### src/rtl/fir_mac_engine.sv
// FIR sequencer: streams samples into a circular data BRAM, 11-tap MAC, streams results.
// Define FIR_SAT_EN for a wide accumulator with saturated 32-bit results.
module fir_mac_engine #(
  parameter int NUM_TAP    = 11,
  parameter int ADDR_WIDTH = 12,
  parameter int BIT_WIDTH  = 32
) (
  input  logic                  CLK,
  input  logic                  RST,
  input  logic                  ap_start,
  input  logic [31:0]           data_length,
  output logic                  ap_done,
  output logic                  ap_idle,
  input  logic [BIT_WIDTH-1:0]  ss_tdata,
  input  logic                  ss_tvalid,
  output logic                  ss_tready,
  output logic [BIT_WIDTH-1:0]  sm_tdata,
  output logic                  sm_tvalid,
  input  logic                  sm_tready,
  output logic                  sm_tlast,
  output logic [ADDR_WIDTH-1:0] tap_A,
  output logic                  tap_WE,
  input  logic [BIT_WIDTH-1:0]  tap_Do,
  output logic [ADDR_WIDTH-1:0] data_A,
  output logic                  data_WE,
  output logic [BIT_WIDTH-1:0]  data_Di,
  input  logic [BIT_WIDTH-1:0]  data_Do
);

  typedef enum logic [2:0] {
    IDLE,
    CLEAR,
    WAIT_IN,
    WRITE,
    MAC,
    OUT,
    DONE
  } state_t;

  localparam logic [ADDR_WIDTH-1:0] NT =
    ADDR_WIDTH'(NUM_TAP);
  localparam logic [ADDR_WIDTH-1:0] NT_M1 =
    ADDR_WIDTH'(NUM_TAP - 1);
  localparam logic [ADDR_WIDTH-1:0] ONE =
    ADDR_WIDTH'(1);

  state_t                state;
  state_t                nxt;
  logic [31:0]           len_reg;
  logic [31:0]           cnt;
  logic [ADDR_WIDTH-1:0] wr_ptr;
  logic [ADDR_WIDTH-1:0] tcnt;
  logic [ADDR_WIDTH-1:0] rd_a;
  logic [BIT_WIDTH-1:0]  smp;
  logic [BIT_WIDTH-1:0]  res;
  logic                  out_vld;
  logic [BIT_WIDTH-1:0]  out_dat;
  logic                  out_last;
  logic                  done_reg;
  logic                  sm_hs;

`ifdef FIR_SAT_EN
  localparam int AW = 2 * BIT_WIDTH + 4;

  logic signed [2*BIT_WIDTH-1:0] tap_x;
  logic signed [2*BIT_WIDTH-1:0] dat_x;
  logic signed [2*BIT_WIDTH-1:0] prod;
  logic signed [AW-1:0]          acc;
  logic signed [AW-1:0]          prod_x;
  logic [AW-BIT_WIDTH:0]         hi;

  assign tap_x  = {{BIT_WIDTH{tap_Do[BIT_WIDTH-1]}},
                   tap_Do};
  assign dat_x  = {{BIT_WIDTH{data_Do[BIT_WIDTH-1]}},
                   data_Do};
  assign prod   = tap_x * dat_x;
  assign prod_x = {{4{prod[2*BIT_WIDTH-1]}}, prod};
  assign hi     = acc[AW-1:BIT_WIDTH-1];

  // In range only when all bits above the result sign agree
  always_comb begin
    res = acc[BIT_WIDTH-1:0];
    unique case (1'b1)
      (!acc[AW-1] && (|hi)):
        res = {1'b0, {(BIT_WIDTH-1){1'b1}}};
      (acc[AW-1] && !(&hi)):
        res = {1'b1, {(BIT_WIDTH-1){1'b0}}};
      default: ;
    endcase
  end
`else
  logic [BIT_WIDTH-1:0] prod;
  logic [BIT_WIDTH-1:0] acc;
  logic [BIT_WIDTH-1:0] prod_x;

  assign prod   = BIT_WIDTH'($signed(tap_Do) *
                             $signed(data_Do));
  assign prod_x = prod;
  assign res    = acc;
`endif

  assign sm_hs     = out_vld & sm_tready;
  assign ap_idle   = (state == IDLE);
  assign ap_done   = done_reg;
  assign tap_WE    = 1'b0;
  assign sm_tvalid = out_vld;
  assign sm_tdata  = out_dat;
  assign sm_tlast  = out_last;

  // Newest sample sits at wr_ptr; tap k pairs with k samples back
  assign rd_a = (wr_ptr >= tcnt) ?
                (wr_ptr - tcnt) :
                (wr_ptr + NT - tcnt);

  always_comb begin
    nxt       = state;
    ss_tready = 1'b0;
    tap_A     = '0;
    data_A    = '0;
    data_WE   = 1'b0;
    data_Di   = '0;
    unique case (state)
      IDLE: begin
        if (ap_start)
          nxt = (data_length == '0) ? DONE : CLEAR;
      end
      CLEAR: begin
        data_WE = 1'b1;
        data_A  = tcnt;
        if (tcnt == NT_M1)
          nxt = WAIT_IN;
      end
      WAIT_IN: begin
        ss_tready = 1'b1;
        if (ss_tvalid)
          nxt = WRITE;
      end
      WRITE: begin
        data_WE = 1'b1;
        data_A  = wr_ptr;
        data_Di = smp;
        nxt     = MAC;
      end
      MAC: begin
        if (tcnt < NT) begin
          tap_A  = tcnt;
          data_A = rd_a;
        end
        if (tcnt == NT)
          nxt = OUT;
      end
      OUT: begin
        if (sm_hs)
          nxt = out_last ? DONE : WAIT_IN;
      end
      DONE: nxt = IDLE;
      default: nxt = IDLE;
    endcase
  end

  always_ff @(posedge CLK) begin
    if (RST) begin
      state    <= IDLE;
      len_reg  <= '0;
      cnt      <= '0;
      wr_ptr   <= '0;
      tcnt     <= '0;
      acc      <= '0;
      smp      <= '0;
      out_vld  <= 1'b0;
      out_dat  <= '0;
      out_last <= 1'b0;
      done_reg <= 1'b0;
    end else begin
      state <= nxt;
      unique case (state)
        IDLE: begin
          if (ap_start) begin
            len_reg  <= data_length;
            cnt      <= '0;
            tcnt     <= '0;
            done_reg <= (data_length == '0);
          end
        end
        CLEAR: begin
          if (tcnt == NT_M1) begin
            tcnt   <= '0;
            wr_ptr <= '0;
          end else begin
            tcnt <= tcnt + ONE;
          end
        end
        WAIT_IN: begin
          if (ss_tvalid)
            smp <= ss_tdata;
        end
        WRITE: begin
          acc  <= '0;
          tcnt <= '0;
        end
        MAC: begin
          // BRAM data lags the address by one cycle
          if (tcnt != '0)
            acc <= acc + prod_x;
          tcnt <= (tcnt == NT) ? '0 : tcnt + ONE;
        end
        OUT: begin
          if (!out_vld) begin
            out_vld  <= 1'b1;
            out_dat  <= res;
            out_last <= (cnt + 32'd1 == len_reg);
          end else if (sm_tready) begin
            out_vld  <= 1'b0;
            out_last <= 1'b0;
            out_dat  <= '0;
            cnt      <= cnt + 32'd1;
            wr_ptr   <= (wr_ptr == NT_M1) ?
                        '0 : wr_ptr + ONE;
            if (out_last)
              done_reg <= 1'b1;
          end
        end
        default: ;
      endcase
    end
  end

endmodule

### config.mk
export PLATFORM = sky130hd
export DESIGN_NAME = fir_mac_engine
export DESIGN_NICKNAME = d
export VERILOG_FILES = /design/src/rtl/fir_mac_engine.sv
export SDC_FILE = /design/constraint.sdc
export NUM_CORES = 2
export LEC_CHECK = 0
export BUFFER_PORTS_ARGS = -buffer_cell sky130_fd_sc_hd__buf_2
export CORE_AREA = 2 2 250 252
export CTS_CLUSTER_DIAMETER = 120
export DETAILED_ROUTE_END_ITERATION = 7
export DIE_AREA = 0 0 252 254
export PLACE_DENSITY = 0.67
export SETUP_SLACK_MARGIN = 0.02
export SYNTH_ARGS = -nofsm -noshare
export SYNTH_HDL_FRONTEND = slang
export SYNTH_SLANG_ARGS = --single-unit
### constraint.sdc
create_clock -name CLK -period 9.1 [get_ports CLK]
set_clock_uncertainty 0.1 [all_clocks]
set_input_delay 0.455 -clock CLK [delete_from_list [all_inputs] [get_ports CLK]]
set_output_delay 0.455 -clock CLK [all_outputs]
set_load 0.005 [all_outputs]
---- Yosys cells after proc, flatten, opt, wreduce, memory -nomap -nowiden ----
Index checks and enable logic that the tools add are counted.
word-level totals
  register bits after elaboration ......... 190
  output and inout port bits .............. 95
operators by class
  add/sub/neg operators ................... 7
  multipliers ............................. 1
  $lt $le $gt $ge ......................... 2
  eq/ne operators ......................... 19
  multiplexer cells ....................... 42
  bitwise operators ....................... 1
  reduce and logical (&&, ||, !) cells .... 17
operators by type and width
  kind                   count
  $mux 32                7
  $mux 12                11
  $pmux 32 s2            2
  $pmux 12 s4            1
  $eq 12x4->1 const B    3
  $pmux 12 s3            1
  $add 32x1->32 const B  1
  $add 32x32->32         1
  $eq 32x32->1           1
  $logic_not 32->1       1
  $mul 32x32->32         1
  $add 12x1->12 const B  2
  $pmux 12 s2            1
  $sub 12x12->12         2
  $mux 3                 7
  $ne 2x2->1 const B     10
  $pmux 3 s6             1
  $add 12x4->12 const B  1
  $ge 12x12->1           1
  $lt 12x4->1 const B    1
  $reduce_bool 12->1     1
  $mux 1                 10
  $reduce_and 2->1       5
  $reduce_and 5->1       2
  10 further kinds       15

---- Longest topological paths before layout ----
  depth after elaboration ................. 5
  depth in mapped cells ................... 28
  gate-level depth less buffers ........... 26

---- Worst setup path before layout ----
Ideal clock, no wire load.
  path type ............................... input-to-reg
  start ................................... in tap_Do[13]
  end ..................................... reg acc[31]
  library setup time ...................... 0.117 ns
  arrival ................................. 6.756 ns
  path slack .............................. 2.127 ns
  cell stages on the path ................. 26
  path buffers ............................ 2
  cells stage by stage .................... clkbuf_1 clkbuf_1 nand2_1 fa_1 inv_1 fa_1 fa_1 inv_1 fa_1 inv_1 fa_1 fa_1 fa_1 inv_1 fa_1 inv_1 ha_1 a2111oi_0 o21ai_0 o21ai_0 o21ai_0 a21oi_1 o21ai_0 a31oi_1 xnor2_1 a22o_1
between the ends
  cells in the longest elaborated chain, start to end .. 4
ends and longest elaborated chain
  item                  line  text
  from (decl)           23    input logic [BIT_WIDTH-1:0] tap_Do,
  $mul 32x32->32        96    assign prod = BIT_WIDTH'($signed(tap_Do) *
  $add 32x32->32        204   acc <= acc + prod_x;
  $mux 32               203   if (tcnt != '0)
  $pmux 32 s2           176   unique case (state)
  to (signal assigned)  204
  to (decl)             93    logic [BIT_WIDTH-1:0] acc;
No other way between the ends. The select of a mux whose other input is x is not followed.
A chain may end at the register's enable or synchronous reset.

---- Worst setup path in the final report ----
  start ................................... in data_Do[0]
  end ..................................... reg acc[25]
between the ends
  cells in the longest elaborated chain, start to end .. 4
ends and longest elaborated chain
  item            line  text
  from (decl)     27    input logic [BIT_WIDTH-1:0] data_Do
  $mul 32x32->32  96
  $add 32x32->32  204
  $mux 32         203
  $pmux 32 s2     176
No other way between the ends. The select of a mux whose other input is x is not followed.

==> key figures <==
Setup path
  – CP Depth: 24
  – Startpoint types: input port
  – Crit-path slowest cell: fa_1
  – Worst EP required: about 9300 ps
  – Element type at the critical path end: flip-flop
  – Worst reg2reg path depth: 21
  – Worst R2R Setup Slack: 2120 ps
  – Top delay family on crit path: adder cells
  – Critical-path cell list: buf_2 -> and2_1 -> fa_1 -> fa_1 -> inv_1 -> fa_1 -> fa_1 -> fa_1 -> fa_1 -> inv_1 -> fa_1 -> inv_1 -> fa_1 -> inv_1 -> ha_1 -> nand2_1 -> inv_1 -> a211oi_1 -> a21boi_0 -> o21ai_0 -> a21oi_1 -> a31oi_1 -> xnor2_1 -> a22o_1
  – CP peak stage delay: 570 ps
  – Worst Path Max Fanout: 32
  – CP arrival: 7450 ps
  – Worst path most repeated cell: fa_1
  – WP buf/inv: 6
  – Crit Path Class: input port to flip-flop

Route
  – Via-to-Cell Ratio: 5.183
  – Drt drc: 0
  – 1st-pass router iterations: 5
  – Initial DRC count: 1,378
  – Vias post-DR: 21.36k
  – Routed len/inst: 17.46 µm
  – Final wirelength: 71,970 µm
  – Antenna Nets Post-Route: 0

Timing
  – Max Clk Rate: 138.4 MHz
  – TNS Setup: 0 ps
  – Worst Max-Slew Pin Slew: 1142 ps
  – Setup violations, final: 0
  – Pins Over Slew Limit: 0
  – Final hold violation count: 0
  – Final Cycle Share: 79.38%
  – Rel. slew slack: 23.85%
  – RSZ-0062 raised after global routing: no
  – Tmin final: 7223 ps

Clocking
  – CTS resizes: 0
  – H-Tree Depth: 4
  – TritonCTS clock tree: built
  – # hold bufs at CTS: 0
  – Clock Latency Late Sink: 450 ps
  – CTS root buffer: clkbuf_16
  – Clock sinks: between 150 and 200
  – Post-CTS setup buffer count: 0
  – Num CTS Buffers: 17
  – CTS Buffer Depth: 2
  – Clock-pin slew on the worst setup and hold paths: around 70 ps

Synthesis
  – Distinct cells, synth: 76
  – Post-synthesis mux area share: 0.4389%
  – Synth Area per Inst: 8.455 µm²
  – Yosys reg bits: 190
  – Number of synthesized flops with an enable pin: 0
  – Compound-Gate Fraction of Synth Area: 8.270%
  – Simple-Gate Fraction of Synth Area: roughly a fifth
  – Sequential cell area fraction in the yosys report: 13.90%
  – Largest family of logic cells by synthesized area: adder cells
  – Synth Area in XOR/XNOR: 5.458%
  – Cells after synthesis: 3,237
  – Post-Synth Adder-Cell Area: 41.09%
  – Yosys warns: 0
  – Syn Std Cell Area: 27,370 µm²
  – Post-synth ARST share: 0%
  – Dominant synthesized flop cell: dfxtp_1

Die
  – Starting Density: 44.68%
  – Die height: 254 µm
  – IO Count: 228
  – # rows: 91
  – Die ar.: roughly 64,000 µm²
  – Core ar.: 61,260 µm²
  – Die X: 252 µm

Cells and area
  – Nets: 4,079
  – Layout cells sized above 1: 8.651%
  – Syn-to-layout area delta: 7.621%

Worst hold path
  – Hold depth: 3
  – Worst Hold Class: input port to flip-flop

Global routing
  – Pin count of the biggest net entering global routing: 74
  – Vias in the first global route: 21.69k
  – First-pass GRT wire length: 117,600 µm
  – Gr usage total: a little under a quarter
  – Initial antenna violation count: 7
  – Grt ovf: 0

Placed design
  – Hpwl dp: 57,630 µm
  – Port bufs: 218
  – Routability Congestion: 0.8729

Status
  – Outcome: finished, final reports clean

Job
  – Max cap viols: 0
synthesized netlist by cell type (3+ instances only):
library cell / instances / area share (%)
a211oi_1: 11 / 0.30
a21o_1: 19 / 0.52
a21oi_1: 169 / 3.1
a22o_1: 7 / 0.22
a22oi_1: 35 / 0.96
a31oi_1: 15 / 0.34
and2_1: 326 / 7.5
and3_1: 48 / 1.1
and4_1: 7 / 0.22
buf_2: 9 / 0.16
buf_4: 10 / 0.27
clkbuf_1: 157 / 2.2
dfxtp_1: 190 / 14
fa_1: 448 / 33
ha_1: 182 / 8.3
inv_1: 584 / 8.0
mux2i_1: 12 / 0.44
nand2_1: 414 / 5.7
nand2b_1: 7 / 0.16
nand3_1: 56 / 1.0
nand3b_1: 6 / 0.16
nand4_1: 15 / 0.34
nor2_1: 138 / 1.9
nor2b_1: 10 / 0.23
nor3_1: 27 / 0.49
nor3b_1: 3 / 0.082
nor4_1: 14 / 0.32
o211ai_1: 5 / 0.14
o21a_1: 10 / 0.27
o21ai_0: 57 / 1.0
o21bai_1: 5 / 0.14
o22ai_1: 9 / 0.21
o31ai_1: 3 / 0.082
or3_1: 7 / 0.16
or4_1: 4 / 0.11
xnor2_1: 131 / 4.2
xor2_1: 37 / 1.2
layer usage:
| metal | GRT usage [%] | wire length, µm | up-vias |
|---|---|---|---|
| met5 | 0 | 90 | - |
| li1 | - | - | 10100 |
| met2 | 36.88 | 32750 | 585 |
| met3 | 5.869 | 5443 | 80 |
| met1 | 31.85 | 32230 | 10590 |
| met4 | 5.207 | 1455 | 12 |
cells in the final DEF, fill, tap and decap left out, types with 15 or more instances in the layout:
master / Yosys / layout
nand2_1: 414 / 414
a21o_1: 19 / 19
ha_1: 182 / 182
dfxtp_1: 190 / 189
nor3_1: 27 / 27
o21ai_0: 57 / 56
fa_1: 448 / 448
and3_1: 48 / 48
a22oi_1: 35 / 35
xnor2_1: 131 / 131
nand3_1: 56 / 56
a21oi_1: 169 / 169
inv_1: 584 / 584
nor2_1: 138 / 136
nand4_1: 15 / 15
clkbuf_16: 0 / 17
buf_2: 9 / 217
xor2_1: 37 / 37
and2_1: 326 / 326
cells by family (layout without fill, tap and decap cells):
logic type / after synthesis / count (layout)
buffers and inverters: 763 / 847
other: 1 / 11
adders and majority gates: 630 / 630
DFF: 190 / 190
AOI/OAI and AO/OA: 372 / 372
muxes: 12 / 12
and+or+nand+nor: 1100 / 1100
xor gates and xnor gates: 169 / 169
path summary, 6_finish.rpt:
path         endpoint          from
max           acc[25]    data_Do[0]
min           smp[21]  ss_tdata[21]
max reg2reg   acc[30]       acc[14]
min reg2reg    smp[4]        smp[4]
worst reg2reg max path: cells and delay by family (launching register included):
family / cells / cell delay (ps)
buffers and inverters: 4 / 280
adders and majority gates: 9 / 4180
xor gates and xnor gates: 1 / 80
AOI/OAI and AO/OA: 5 / 1410
DFF: 1 / 470
and+or+nand+nor: 2 / 350
final cells by class:
cell class	instances	area [µm²]
diodes	2	5.005
flip-flops and latches	190	3805
repair buffers	231	1195
multi-input cells	2292	20690
well taps	790	988.4
clock buffers	18	429.2
clock inverters	14	150.1
fillers	5950	31800
inverters	584	2192
through the flow:
step / area (µm²) / hold slack, ps / instances / setup slack, ps / util (%)
global route: 29450 / 119.6 / 4120 / 1499 / 48.08
finish: 29460 / 134.2 / 4121 / 1877 / 48.09
floorplan: 27400 / 331.9 / 3245 / 2127 / -
global placement: 28870 / 337.0 / 4087 / 1605 / 47.13
CTS: 29450 / 112.4 / 4119 / 1912 / 48.08
detailed placement: 28870 / 342.5 / 4087 / 1472 / 47.13
Power is not shown: default switching activity piles up to over one toggle a cycle in this logic, so the estimate is an artifact.
